[src/rtl/reset_sequencer.sv]
// ============================================================================
// reset_sequencer
//
// Generates ordered, per-domain active-low resets from the board reset and a
// PLL lock indication. All domains are held in reset until lock has been
// stable for LOCK_FILT cycles. They are then released one at a time, bit 0
// first, with STAGE_DLY cycles between releases. Lock loss, or a software
// reset request (req/ack handshake), re-asserts every output.
//
// Ports:
//   clk           system clock
//   rstb          asynchronous active-low reset
//   pll_locked    PLL lock, asynchronous to clk (double-flop synchronised here)
//   soft_rst_req  software reset request; a rising edge is the request event
//   soft_rst_ack  one-cycle completion pulse for soft_rst_req
//   rstb_out      sequenced active-low resets, one per domain (registered)
//   rst_done      high while every output is released (state RUN)
//   state         current state: HOLD=0, RELEASE=1, RUN=2, ASSERT=3
//   lock_timeout  sticky flag, set after TIMEOUT_CYC cycles in HOLD
//                 (port present only when RST_SEQ_TIMEOUT_EN is defined)
//
// Optional feature macro: RST_SEQ_TIMEOUT_EN
//
// State table:
//   state   | meaning
//   HOLD    | all outputs low, qualifying lock_s for LOCK_FILT cycles
//   RELEASE | releasing outputs one by one, STAGE_DLY cycles apart
//   RUN     | all outputs released, rst_done high
//   ASSERT  | soft reset: all outputs low for STRETCH cycles, then ack
// ============================================================================
module reset_sequencer #(
    parameter int NUM_OUT     = 3,
    parameter int STAGE_DLY   = 16,
    parameter int LOCK_FILT   = 4,
    parameter int STRETCH     = 8
`ifdef RST_SEQ_TIMEOUT_EN
    ,
    parameter int TIMEOUT_CYC = 1000
`endif
) (
    input  logic               clk,
    input  logic               rstb,
    input  logic               pll_locked,
    input  logic               soft_rst_req,
    output logic               soft_rst_ack,
    output logic [NUM_OUT-1:0] rstb_out,
    output logic               rst_done,
    output logic [1:0]         state
`ifdef RST_SEQ_TIMEOUT_EN
    ,
    output logic               lock_timeout
`endif
);

    typedef enum logic [1:0] {
        ST_HOLD    = 2'd0,
        ST_RELEASE = 2'd1,
        ST_RUN     = 2'd2,
        ST_ASSERT  = 2'd3
    } state_t;

    localparam int FW = $clog2(LOCK_FILT + 1);
    localparam int SW = $clog2(STAGE_DLY * NUM_OUT + 2);
    localparam int TW = $clog2(STRETCH + 1);

    localparam logic [FW-1:0] FILT_MAX = FW'(LOCK_FILT);
    localparam logic [TW-1:0] STR_LOAD = TW'(STRETCH - 1);

    state_t             state_q, state_d;
    logic               sync1_q, sync2_q;
    logic               req_q;
    logic [FW-1:0]      filt_cnt_q, filt_cnt_d;
    logic [SW-1:0]      stage_cnt_q, stage_cnt_d;
    logic [TW-1:0]      str_cnt_q, str_cnt_d;
    logic               ack_q, ack_d;
    logic [NUM_OUT-1:0] rstb_out_q, rstb_out_d;

    logic lock_s;
    logic soft_edge;

    assign lock_s    = sync2_q;
    assign soft_edge = soft_rst_req & ~req_q;

    // Priority in RELEASE/RUN: lock loss, then soft request, then progress.
    // A request that coincides with lock loss is acked straight from HOLD.
    always_comb begin
        state_d     = state_q;
        filt_cnt_d  = '0;
        stage_cnt_d = '0;
        str_cnt_d   = '0;
        ack_d       = 1'b0;
        rstb_out_d  = '0;
        case (state_q)
            ST_HOLD: begin
                ack_d = soft_edge;
                if (filt_cnt_q == FILT_MAX) begin
                    state_d = ST_RELEASE;
                end else if (lock_s) begin
                    filt_cnt_d = filt_cnt_q + 1'b1;
                end
            end
            ST_RELEASE: begin
                if (!lock_s) begin
                    state_d = ST_HOLD;
                    ack_d   = soft_edge;
                end else if (soft_edge) begin
                    state_d   = ST_ASSERT;
                    str_cnt_d = STR_LOAD;
                end else if (rstb_out_q[NUM_OUT-1]) begin
                    state_d    = ST_RUN;
                    rstb_out_d = '1;
                end else begin
                    stage_cnt_d = stage_cnt_q + 1'b1;
                    for (int i = 0; i < NUM_OUT; i++) begin
                        rstb_out_d[i] = rstb_out_q[i] |
                                        (stage_cnt_d >= SW'(STAGE_DLY * (i + 1)));
                    end
                end
            end
            ST_RUN: begin
                if (!lock_s) begin
                    state_d = ST_HOLD;
                    ack_d   = soft_edge;
                end else if (soft_edge) begin
                    state_d   = ST_ASSERT;
                    str_cnt_d = STR_LOAD;
                end else begin
                    rstb_out_d = '1;
                end
            end
            ST_ASSERT: begin
                // lock_s is deliberately ignored here; HOLD re-qualifies it.
                if (str_cnt_q == '0) begin
                    state_d = ST_HOLD;
                    ack_d   = 1'b1;
                end else begin
                    str_cnt_d = str_cnt_q - 1'b1;
                end
            end
            default: state_d = ST_HOLD;
        endcase
    end

    always_ff @(posedge clk or negedge rstb) begin
        if (!rstb) begin
            state_q     <= ST_HOLD;
            sync1_q     <= 1'b0;
            sync2_q     <= 1'b0;
            req_q       <= 1'b0;
            filt_cnt_q  <= '0;
            stage_cnt_q <= '0;
            str_cnt_q   <= '0;
            ack_q       <= 1'b0;
            rstb_out_q  <= '0;
        end else begin
            state_q     <= state_d;
            sync1_q     <= pll_locked;
            sync2_q     <= sync1_q;
            req_q       <= soft_rst_req;
            filt_cnt_q  <= filt_cnt_d;
            stage_cnt_q <= stage_cnt_d;
            str_cnt_q   <= str_cnt_d;
            ack_q       <= ack_d;
            rstb_out_q  <= rstb_out_d;
        end
    end

    assign rstb_out     = rstb_out_q;
    assign soft_rst_ack = ack_q;
    assign rst_done     = (state_q == ST_RUN);
    assign state        = state_q;

`ifdef RST_SEQ_TIMEOUT_EN
    localparam int            HW     = $clog2(TIMEOUT_CYC + 1);
    localparam logic [HW-1:0] TO_MAX = HW'(TIMEOUT_CYC);

    logic [HW-1:0] hold_cnt_q, hold_cnt_d;
    logic          timeout_q, timeout_d;

    // Dwell counter saturates so the flag cannot be re-armed by wrap-around.
    always_comb begin
        hold_cnt_d = '0;
        timeout_d  = timeout_q;
        if (state_q == ST_HOLD) begin
            hold_cnt_d = (hold_cnt_q == TO_MAX) ? hold_cnt_q : hold_cnt_q + 1'b1;
            if (hold_cnt_d == TO_MAX) begin
                timeout_d = 1'b1;
            end
        end
    end

    always_ff @(posedge clk or negedge rstb) begin
        if (!rstb) begin
            hold_cnt_q <= '0;
            timeout_q  <= 1'b0;
        end else begin
            hold_cnt_q <= hold_cnt_d;
            timeout_q  <= timeout_d;
        end
    end

    assign lock_timeout = timeout_q;
`endif

endmodule

[config.mk]
export PLATFORM = sky130hd
export DESIGN_NAME = reset_sequencer
export DESIGN_NICKNAME = d
export VERILOG_FILES = /design/src/rtl/reset_sequencer.sv
export SDC_FILE = /design/constraint.sdc
export NUM_CORES = 1
export LEC_CHECK = 0
export BUFFER_PORTS_ARGS = -buffer_cell sky130_fd_sc_hd__buf_2
export CAP_MARGIN = 20
export CORE_MARGIN = 2
export CORE_UTILIZATION = 35
export CTS_CLUSTER_SIZE = 8
export DETAILED_ROUTE_END_ITERATION = 8
export PLACE_DENSITY_LB_ADDON = 0.3
export SYNTH_ARGS = -nofsm -noshare
export SYNTH_HDL_FRONTEND = slang
export SYNTH_SLANG_ARGS = --single-unit
[constraint.sdc]
create_clock -name clk -period 2.97 [get_ports clk]
set_input_delay 0.4455 -clock clk [delete_from_list [all_inputs] [get_ports clk]]
set_output_delay 0.4455 -clock clk [all_outputs]
set_load 0.02 [all_outputs]
---- After elaboration in Yosys (flattened, before gate mapping) ----
Index checks and enable logic that the tools add are counted.
storage, ports and cells
  latch bits .............................. 0
  register bits after elaboration ......... 22
  memory bits (writable) .................. 0
  memories kept ........................... 0
  word-level logic and storage cells ...... 60
  output and inout bits ................... 7
  bits in read-only memories .............. 0
cells by class
  reductions and logical operators ........ 4
  multipliers ............................. 0
  bitwise logic cells ..................... 5
  add/subtract/negate cells ............... 3
  mux-type cells .......................... 28
  equal/unequal tests ..................... 8
  div/mod/pow operators ................... 0
  shifts and indexed selects .............. 0
  magnitude comparators ................... 3
operators with widths
  operator                                              count
  2-to-1 mux 3 bit                                      9
  2-to-1 mux 6 bit                                      4
  2-to-1 mux 2 bit                                      7
  >= comparator 6 bit (second input constant)           2
  2-to-1 mux 4 bit                                      2
  one-hot mux 2 bit (4 select lines)                    1
  one-hot mux 4 bit (2 select lines)                    1
  adder 6 x 1 -> 6 bit (second input constant)          1
  >= comparator 6 x 5 -> 1 bit (second input constant)  1
  one-hot mux 3 bit (2 select lines)                    1
  equality test 2 bit (second input constant)           2
  logical NOT 4 bit                                     1
  != test 2 bit (second input constant)                 2
  != test 4 bit (second input constant)                 1
  AND reduction 4 bit                                   1
  subtractor 4 x 1 -> 4 bit (second input constant)     1
  adder 3 x 1 -> 3 bit (second input constant)          1
  equality test 3 bit (second input constant)           1
  != test 3 x 2 -> 1 bit (second input constant)        1
  OR 1 bit                                              3
  one-hot mux 1 bit (3 select lines)                    1
  equality test 2 x 1 -> 1 bit (second input constant)  1
  logical NOT 2 bit                                     1
  2-to-1 mux 1 bit                                      2
  other kinds (3)                                       3

---- Logic depth before layout (Yosys ltp) ----
  depth after elaboration ................. 7
  gate-level depth with buffers ........... 6
  gate-level depth less buffers ........... 6

---- Worst setup path before layout ----
No wires, ideal clock.
  path type ............................... flip-flop to flip-flop
  from .................................... register state_q[0], in the netlist state[0]
  to ...................................... register state_q[1], in the netlist state[1]
  path buffers ............................ 0
  stages on the path, launching flop included .. 7
  setup slack ............................. 1383 ps
  library setup time ...................... 104 ps
  data arrival time ....................... 1483 ps
  cell sequence ........................... dfrtp_1 > inv_1 > ha_1 > a21boi_0 > a21oi_2 > a31o_2 > o41ai_2
on the way
  word-level cells in the longest chain between the ends .. 3
  elaborated cells on any way between the ends .. 10
  those cells by class .................... eq/ne: 7; mux: 1; reduce/logical: 2
RTL lines
  element                                                       RTL line  text
  start, declared                                               69        state_t state_q, state_d;
  start signal, assigned                                        156       state_q <= state_d;
  equality test 2 x 1 -> 1 bit, or another cell as far along    93        case (state_q)
  != test 4 bit (no source line), or another cell as far along  -
  AND reduction 4 bit (no source line)                          -
Several ways; a longest one is shown, not always the timed one.
A chain may end at the register's enable or synchronous reset.

---- Worst setup path in the final report ----
  from .................................... register state_q[0], in the netlist state[0]
  to ...................................... output port rst_done
on the way
  word-level cells in the longest chain between the ends .. 1
RTL lines
  element              RTL line  text
  equality test 2 bit  170       assign rst_done = (state_q == ST_RUN);
  end, declared        47        output logic rst_done,
Every way passes these cells.

==> results.cfg <==
[timing]
rsz0062_at_grt = false
hold-worst-slack_ns = 0.08002
post-route-min-period_ns = 1.728
slew_viol_final = 0
fin_skew_ns = 0.0007373
max_slew_margin_pct = 67.37
hold_viol_final = 0
max_freq_mhz = 578.8
setup_tns_ns = 0
setup_viol = 0
tightest_slew_ns = 0.4894
finalCritPeriodShare_pct = 58.17

[global_routing]
grt_max_degree = 23
grt_overflow = 0
track_usage_pct = 12.44
grt_pass1_vias = 748
antenna_found_initial = 0
grt_pass1_wl_mm = 3.236

[synth]
synth_nets = 112
ys_seq_elements = 22
yosysWarnings = 0
synth-edff-count = 0
ys.flop_type = dfrtp_1
synthesis.area_mm2 = 0.001079
yosysUniqueCellTypes = 32
synth.avg_cell_area_um2 = 11.01
synthArstFlopShare_pct = 100.0
yosysSeqAreaShare_pct = 51.04
syn_inst = 98

[final_layout]
stdcell_count = 143
final_design_area_no_fill_mm2 = 0.001197
final_util_pct = 39.88
antenna_cells = 0
syn2layout_area_growth_pct = 11.02
layout.nets = 125
multi_input_area_um2 = 489.2
regArea_um2 = 550.5
nFillCells = 302
drive_gt1_share_pct = 18.18

[placed_design]
io_buffer_count = 10
place_congestion = 0.7768
dp_cells = 139
post_dp_cell_area_mm2 = 0.001161
dpl.hpwl_mm = 1.336

[cts]
hold_buffers = 0
clockBufferDepth = 2
clk_latency_ns = 0.30
cts_setup_buffers = 0
ctsResizeCount = 0
cts-root-buf = clkbuf_4
cts.sinks = 22
clk_pin_slew_worst_paths_ns = 0.12
cts_buffers = 3
tritoncts = yes
htreeDepth = 1

[power]
power.density_mw_per_mm2 = 732.5
total_leakage_power_nw = 0.5876
ir_worst_vdd_mv = 0.3166

[floorplanning]
io_pins = 11
coreArea_mm2 = 0.003003
rows = 20
dieArea_mm2 = 0.003541
die_w_um = 59.51
initial_utilization_pct = 35.92
die_h_um = 59.51

[critical_path]
cp-end-kind = output pin
worstPathMaxFanout = 5
path_cells = inv_1, ha_1, buf_2
crit_path_start_kind = flip-flop
crit_path_max_incr_delay_ns = 0.43
r2r_slack_ns = 1.26
worst_ep_required_time_ns = 2.52
critPathTopFamily = flip-flops
critPathKind = flip-flop to output pin
cp.arrival_ns = 1.28
crit_slowest_cell = dfrtp_1
crit_buf_inv = 2

[drt]
drt_wl_total_mm = 1.800
wl_per_cell_um = 12.59
first_iter_violations = 19
dr.pass1.iters = 6
drc = 0
antenna_left = 0
vias = 714
vias_per_cell = 4.993

[status]
status = finished clean

[run]
drv_cap = 0

[hold_path]
hold_path_class = input port to async pin
[cell usage in the layout (no fill, tap or decap), types with 2 or more instances in the layout]
cell / synthesis / routed
inv_1: 8 / 8
nor3_1: 3 / 3
buf_2: 1 / 10
and3_1: 2 / 2
nand2b_1: 2 / 2
dfrtp_1: 22 / 22
clkbuf_4: 0 / 3
nor2_1: 11 / 11
o21ai_0: 3 / 3
nand3_1: 4 / 4
nand4b_1: 2 / 2
and2_1: 2 / 2
xnor2_1: 5 / 5
nand2_1: 2 / 2
ha_1: 10 / 10
a21oi_1: 3 / 3
xor2_1: 2 / 2
[routing by layer]
layer	wire length (µm)	part of all wire (%)	vias to the layer above	track usage, %
met2	909	51	19	22.14
met1	797	44	333	13.72
li1	-	-	358	-
met5	0	0	-	0
met3	74	4.1	4	4.585
met4	19	1.1	0	3.810
[sequential cells by signal, summed over array words and instances (netlist names)]
signal	flops
str_cnt_q	4
sync1_q	1
state	2
filt_cnt_q	3
soft_rst_ack	1
rstb_out	3
stage_cnt_q	6
req_q	1
lock_s	1
[power breakdown]
part           total [mW]  switching, mW  leakage, nW  internal [mW]
Sequential          0.370         0.0317        0.295          0.338
Combinational       0.343          0.203        0.272          0.140
Clock               0.164         0.0891       0.0210         0.0748
[cells by family (layout without fill, tap and decap cells)]
group / after synthesis / count (layout) / share of synthesized area (%)
flip-flops: 22 / 22 / 51.04
AO/OA/AOI/OAI: 15 / 15 / 9.978
AND/OR/NAND/NOR: 33 / 33 / 17.17
buffers and inverters: 10 / 22 / 3.596
adder cells (fa/ha/maj): 10 / 10 / 11.60
multiplexers: 1 / 1 / 0.9281
XOR/XNOR: 7 / 7 / 5.685
[worst paths after layout]
kind | from | endpoint | cells after the start
hold reg to reg | sync1_q | lock_s | 0
setup / recovery | state[0] | rst_done | 3
hold / removal | rstb | filt_cnt_q[0] | 1
setup reg to reg | state[1] | state[1] | 6
max in group asynchronous | rstb | stage_cnt_q[5] | 1
min in group clk | pll_locked | sync1_q | 1
[synth_stat cells (2+ instances only)]
library cell / count / area (µm²)
nand3_1: 4 / 20.02
nand2_1: 2 / 7.510
o21ai_0: 3 / 15.01
and3_1: 2 / 12.51
nand4b_1: 2 / 17.52
and2_1: 2 / 12.51
nor2_1: 11 / 41.29
a21oi_1: 3 / 15.01
nand2b_1: 2 / 12.51
xor2_1: 2 / 17.52
nor3_1: 3 / 15.01
xnor2_1: 5 / 43.79
inv_1: 8 / 30.03
dfrtp_1: 22 / 550.5
ha_1: 10 / 125.1
[stage by stage]
stage | worst slack, ns | power [mW]
floorplan | 1.383 | 0.6373
global placement | 1.313 | 0.7176
detailed placement | 1.279 | 0.7212
CTS | 1.219 | 0.8909
global route | 1.099 | 0.9551
finish | 1.242 | 0.8771
[worst register-to-register path, delay by kind of cell (launching register included)]
kind                       cells  cell delay, ns
adders and majority gates      1            0.27
DFF                            1            0.43
AOI/OAI and AO/OA              4            0.80
buffers and inverters          1            0.11
[layout make-up]
| cell class | instances | share of cell area, % |
|---|---|---|
| inverter | 8 | 2.508 |
| timing repair buffer | 10 | 4.180 |
| clock buffer | 4 | 3.030 |
| tap | 33 | 3.448 |
| sequential | 22 | 45.98 |
| multi-input combinational | 66 | 40.86 |
No activity file was read; power rests on OpenSTA's default activity.
